### src/rtl/sudoku_check.sv
// sudoku_check -- self-contained Sudoku solution generator and checker.
//
// An internal generator produces one 9x9 grid row per clock. Each row is
// decoded to one-hot digits and accumulated into nine column masks and nine
// box masks. A sticky error flag catches bad digits and incomplete rows.
// After nine ROW cycles, one JUDGE cycle classifies the grid as correct or
// wrong. The judge cycle also clears the masks and advances the digit rotation.
//
// Ports:
//   clk          rising-edge clock
//   rst          asynchronous, active-low reset (0 = in reset)
//   num_correct  grids judged valid, saturating at 1023
//   num_wrong    grids judged invalid, saturating at 1023
//   cycles       rising edges since reset release, saturating at all-ones
//
// Build option:
//   SUDOKU_CHECK_FAULT_EN -- when defined, every grid with grid_seq == 15 is
//   corrupted. Cell (0,0) copies the digit of cell (0,1), so that grid is judged
//   wrong. When undefined, every generated grid is a valid solution.
//
// Phase: row_idx 0..8 is the ROW phase and row_idx 9 is the JUDGE phase. The
// decoded phase is kept in the internal signal 'phase' so that probes can bind
// to it.

module sudoku_check (
    input  logic        clk,
    input  logic        rst,
    output logic [9:0]  num_correct,
    output logic [9:0]  num_wrong,
    output logic [31:0] cycles
);

    localparam logic [0:0] PH_ROW   = 1'b0;
    localparam logic [0:0] PH_JUDGE = 1'b1;

    logic [3:0] row_idx;
    logic [3:0] grid_k;
    logic [3:0] grid_seq;
    logic [8:0] col_mask [9];
    logic [8:0] box_mask [9];
    logic       err;
    logic [0:0] phase;

    assign phase = (row_idx == 4'd9) ? PH_JUDGE : PH_ROW;

    // ------------------------------------------------------------------
    // Generator: digit(r,c) = ((3r + r/3 + c + k) mod 9) + 1
    // ------------------------------------------------------------------
    logic [5:0]  r6;
    logic [5:0]  k6;
    logic [35:0] gen_digits;

    assign r6 = {2'b00, row_idx};
    assign k6 = {2'b00, grid_k};

    always_comb begin
        gen_digits = '0;
        for (int c = 0; c < 9; c++) begin
            gen_digits[c*4 +: 4] =
                4'(((r6 * 6'd3) + (r6 / 6'd3) + 6'(c) + k6) % 6'd9) + 4'd1;
        end
`ifdef SUDOKU_CHECK_FAULT_EN
        // Copying cell (0,1) into cell (0,0) duplicates a digit in row 0,
        // column 0 and box 0.
        if (grid_seq == 4'd15 && row_idx == 4'd0) begin
            gen_digits[3:0] = gen_digits[7:4];
        end
`endif
    end

    // The row is kept as a net so that an external probe can override a
    // whole row cleanly.
    wire [35:0] row_digits;
    assign row_digits = gen_digits;

    // ------------------------------------------------------------------
    // Row decode: one-hot per cell, row completeness, bad-digit detect
    // ------------------------------------------------------------------
    logic [8:0] onehot [9];
    logic [8:0] row_or;
    logic       row_bad;

    always_comb begin
        row_or  = '0;
        row_bad = 1'b0;
        for (int c = 0; c < 9; c++) begin
            onehot[c] = '0;
        end
        for (int c = 0; c < 9; c++) begin
            if (row_digits[c*4 +: 4] >= 4'd1 && row_digits[c*4 +: 4] <= 4'd9) begin
                onehot[c] = 9'd1 << (row_digits[c*4 +: 4] - 4'd1);
            end else begin
                row_bad = 1'b1;
            end
            row_or = row_or | onehot[c];
        end
        if (row_or != 9'h1FF) begin
            row_bad = 1'b1;
        end
    end

    // Three columns fold into each box of the current band. Combine them here
    // so that each box register gets a single update per cycle.
    logic [8:0] box_add [3];
    logic [3:0] band_base;

    always_comb begin
        for (int b = 0; b < 3; b++) begin
            box_add[b] = onehot[3*b] | onehot[3*b+1] | onehot[3*b+2];
        end
    end

    assign band_base = (row_idx / 4'd3) * 4'd3;

    // ------------------------------------------------------------------
    // Judge: the grid is valid only if no error occurred and all 18 masks
    // are full.
    // ------------------------------------------------------------------
    logic masks_full;

    always_comb begin
        masks_full = 1'b1;
        for (int i = 0; i < 9; i++) begin
            if (col_mask[i] != 9'h1FF || box_mask[i] != 9'h1FF) begin
                masks_full = 1'b0;
            end
        end
    end

    wire grid_ok = !err && masks_full;

    // ------------------------------------------------------------------
    // Sequential state
    // ------------------------------------------------------------------
    always_ff @(posedge clk or negedge rst) begin
        if (!rst) begin
            row_idx     <= '0;
            grid_k      <= '0;
            grid_seq    <= '0;
            err         <= 1'b0;
            num_correct <= '0;
            num_wrong   <= '0;
            for (int i = 0; i < 9; i++) begin
                col_mask[i] <= '0;
                box_mask[i] <= '0;
            end
        end else if (phase == PH_ROW) begin
            for (int c = 0; c < 9; c++) begin
                col_mask[c] <= col_mask[c] | onehot[c];
            end
            for (int b = 0; b < 3; b++) begin
                box_mask[band_base + 4'(b)] <= box_mask[band_base + 4'(b)] | box_add[b];
            end
            if (row_bad) begin
                err <= 1'b1;
            end
            row_idx <= row_idx + 4'd1;
        end else begin
            if (grid_ok) begin
                if (num_correct != 10'h3FF) begin
                    num_correct <= num_correct + 10'd1;
                end
            end else begin
                if (num_wrong != 10'h3FF) begin
                    num_wrong <= num_wrong + 10'd1;
                end
            end
            for (int i = 0; i < 9; i++) begin
                col_mask[i] <= '0;
                box_mask[i] <= '0;
            end
            err      <= 1'b0;
            row_idx  <= '0;
            grid_k   <= (grid_k == 4'd8) ? 4'd0 : grid_k + 4'd1;
            grid_seq <= grid_seq + 4'd1;
        end
    end

    // The free-running edge counter. Its next value is a net so that a probe
    // can preload it.
    wire [31:0] cycles_nxt;
    assign cycles_nxt = (cycles == 32'hFFFF_FFFF) ? cycles : cycles + 32'd1;

    always_ff @(posedge clk or negedge rst) begin
        if (!rst) begin
            cycles <= '0;
        end else begin
            cycles <= cycles_nxt;
        end
    end

endmodule

### config.mk
export PLATFORM = sky130hd
export DESIGN_NAME = sudoku_check
export DESIGN_NICKNAME = d
export VERILOG_FILES = /design/src/rtl/sudoku_check.sv
export SDC_FILE = /design/constraint.sdc
export NUM_CORES = 1
export LEC_CHECK = 0
export CAP_MARGIN = 30
export CORE_MARGIN = 4
export CORE_UTILIZATION = 40
export CTS_BUF_LIST = sky130_fd_sc_hd__clkbuf_8
export DETAILED_ROUTE_END_ITERATION = 6
export PLACE_DENSITY_LB_ADDON = 0.1
export SETUP_SLACK_MARGIN = 0.5
export SKIP_LAST_GASP = 1
export SLEW_MARGIN = 20
export SYNTH_ARGS = -nofsm -noshare
export SYNTH_HDL_FRONTEND = slang
export SYNTH_SLANG_ARGS = --single-unit
### constraint.sdc
create_clock -name clk -period 15.65 [get_ports clk]
set_input_delay 4.695 -clock clk [delete_from_list [all_inputs] [get_ports clk]]
set_output_delay 4.695 -clock clk [all_outputs]
set_load 0.02 [all_outputs]
==> flow_summary.ini <==
[run_status]
status = complete, but fails checks
violations = DRC

[critical_path]
worstPathArrival_ns = 13.75
cp_slowest_cell = fa_1
worstSetupEndpointType = flip-flop
crit_path_max_incr_delay_ns = 1.04
worstPathMaxFanout = 17
worstSetupPathType = reg -> reg
startpoint_type = flip-flop
path_common_cell = ha_1
worstPathRequired_ns = 16.16

[routing]
viasPerCell = 6.49
avgRoutedWirePerCell_um = 24.7
initialDrtViolationCount = 2600
antenna_left = 0
finalWirelength_mm = 89.3
firstDrtPassIters = 7
drc = 8
vias = 23500

[timing]
drv_slew = 0
hold_ws_ns = 0.490
period_share_pct = 84.6
skew_ns = 0.0480
max_freq_ghz = 0.0755
setup_tns_ns = 0
worstMarginPinSlew_ns = 1.13
final_hold_viol_count = 0
rsz0062_at_grt = no
period_needed_ns = 13.24
max-slew-margin-rel_pct = 24.6
setup_violations = 0

[clock_tree]
cts-root-buf = clkbuf_8
clock_sinks = 223
cts_resized = 0
hold_buffers = 0
postCtsSetupBuffers = 0
cts_tree = built
worstSkewPairLatency_ns = 0.64
path_clk_slew_ns = 0.06
htree_levels = 2
cts_buffers = 43
cts_buffer_depth = 3

[grt]
grt_pass1_wl_mm = 135
grt_pass1_vias = 22100
overflow = 0
grt_max_degree = 94
grtUsageTotal_pct = 27.3
antenna_found_initial = 1

[synthesis]
synth_nets = 2982
synth_cells = 2816
synth-async-reset-ratio_pct = 100
ys_seq_elements = 223
synth_cell_types = 124
synth_edf_count = 0
synthFlopType = dfrtp_1
yosysSeqAreaShare_pct = 24.0
synth_warnings = 0
syn_area_um2 = 23300
avgSynthCellArea_um2 = 8.27

[place]
placed_area_um2 = 24700
routabilityCongestion = 0.943
numPortBuffers = 53
hpwl_mm = 66.3

[die]
row_count = 88
num_io_pins = 54
die_h_um = 249
dieWidth_um = 249
core_area_um2 = 57700
die_area_um2 = 62200
start_util_pct = 40.4

[pwr]
p_per_area_nw_per_um2 = 46.1
p_sw_share_pct = 24.6
ir_drop_mv = 0.0530
combPwrFrac_pct = 1.1
clkPwrFrac_pct = 50.0
intPower_mw = 0.890
leakagePower_nw = 10.8
switching_power_mw = 0.290
finalPower_mw = 1.18
seqPwrFrac_pct = 48.9

[cells_and_area]
seq_area_um2 = 5580
design_area_um2 = 25600
area_delta_synth_final_pct = 9.87
drive_above_1_share_pct = 9.35
utilization_pct = 44.4
multiInputGateArea_um2 = 16700
nets = 2995
num-fill-cells = 5658

[run]
max_cap_violations = 0

[min_path]
hp-class = reg -> reg
state kept, by name, indices dropped and copies added, names as in the netlist:
register,flops
box_mask,81
col_mask,81
cycles,32
err,1
grid_k,4
num_correct,10
num_wrong,10
row_idx,4
power by group through the flow:
stage	Clock (mW)	Sequential (mW)	Combinational (mW)
finish	0.589	0.577	0.0133
CTS	0.603	0.577	0.0136
detailed placement	0	0.587	0.0137
global route	0.628	0.577	0.0158
global placement	0	0.587	0.0135
floorplan	0	0.587	0.00000781
cells in the mapped netlist, drive strengths merged, types with 26 or more instances:
cell / n / area share [%]
inv: 140 / 2.3
clkbuf: 95 / 1.5
mux2: 28 / 1.4
and2: 40 / 1.1
nand2b: 41 / 1.1
mux2i: 87 / 3.8
a22o: 33 / 1.2
nor2: 260 / 4.2
nand2: 213 / 3.4
a211oi: 36 / 1.2
nor4: 30 / 0.89
nand3: 113 / 2.5
a21oi: 186 / 4.0
ha: 148 / 7.9
xnor2: 106 / 4.2
o21ai: 126 / 2.7
nand4: 81 / 2.2
o21a: 28 / 0.90
dfrtp: 223 / 24
a31oi: 32 / 0.86
mux4: 26 / 2.5
o211ai: 64 / 2.1
and3: 54 / 1.5
buf: 45 / 0.92
nor3: 70 / 1.6
logic make-up after synthesis:
group                    Yosys count  share of synthesized area [%]
flip-flops                       223                           24.0
XOR/XNOR                         131                           5.16
AND/OR/NAND/NOR                 1041                           23.0
AO/OA/AOI/OAI                    834                           26.1
multiplexers                     141                           7.68
adder cells (fa/ha/maj)          165                           9.37
buffers and inverters            281                           4.73
through the flow:
step | setup WS (ns) | std cells
finish | 2.41 | 3623
floorplan | 4.27 | 2816
detailed placement | 2.45 | 3543
global route | 1.38 | 3623
global placement | 2.77 | 3537
CTS | 2.40 | 3615
metal layers:
layer / vias up / track usage [%] / share of wire, %
li1: 10600 / - / -
met1: 11500 / 37.1 / 43
met2: 1141 / 43.8 / 46
met3: 228 / 4.74 / 7.7
met4: 0 / 9.69 / 3.7
met5: - / 0 / 0
placed cells by master (no fill, tap or decap), types with 23 or more instances in the layout:
cell type and n:
buf_4 45, nand4_1 81, and3_1 54, clkdlybuf4s50_1 52
a211oi_1 33, mux2i_1 86, nand2b_1 41, inv_1 150
a211o_1 24, nand2_1 212, a21oi_1 182, and2_1 36
a22o_1 33, a221o_1 24, mux4_2 26, dfrtp_1 223
a31oi_1 32, mux2_2 27, nor2_1 256, o21a_1 28
xor2_1 23, clkbuf_8 54, nor3_1 67, nor4_1 26
ha_1 147, nand3_1 111, o21ai_0 109, o211ai_1 62
xnor2_1 102
final cells by class:
type,count,area share (%)
Inverter,141,2.07
Tap cell,765,3.74
Multi-Input combinational cell,2312,65.3
Antenna cell,2,0.0196
Timing Repair Buffer,108,3.77
Clock buffer,54,2.90
Sequential cell,223,21.8
Clock inverter,18,0.386
worst paths after layout:
path | start | endpoint | slack [ns] | cells past startpoint
worst max-delay path | row_idx[2] | box_mask[59] | 2.41 | 45
worst min-delay path | num_wrong[4] | num_wrong[4] | 0.49 | 1
worst max register to register | row_idx[2] | box_mask[59] | 2.41 | 45
worst min register to register | num_wrong[4] | num_wrong[4] | 0.49 | 1
max in group asynchronous | rst | box_mask[76] | 9.63 | 3
min in group asynchronous | rst | num_correct[6] | 4.12 | 1
worst max-delay path: cells and delay by family (launching register included):
kind,cells,cell delay [ns]
simple gates,7,1.30
buf+inv,8,1.29
mux,2,0.61
flops,1,0.45
fa+ha+maj,11,4.87
compound gates,15,4.16
xor+xnor,2,0.45
Note: power is estimated with default switching activity, not from simulation.
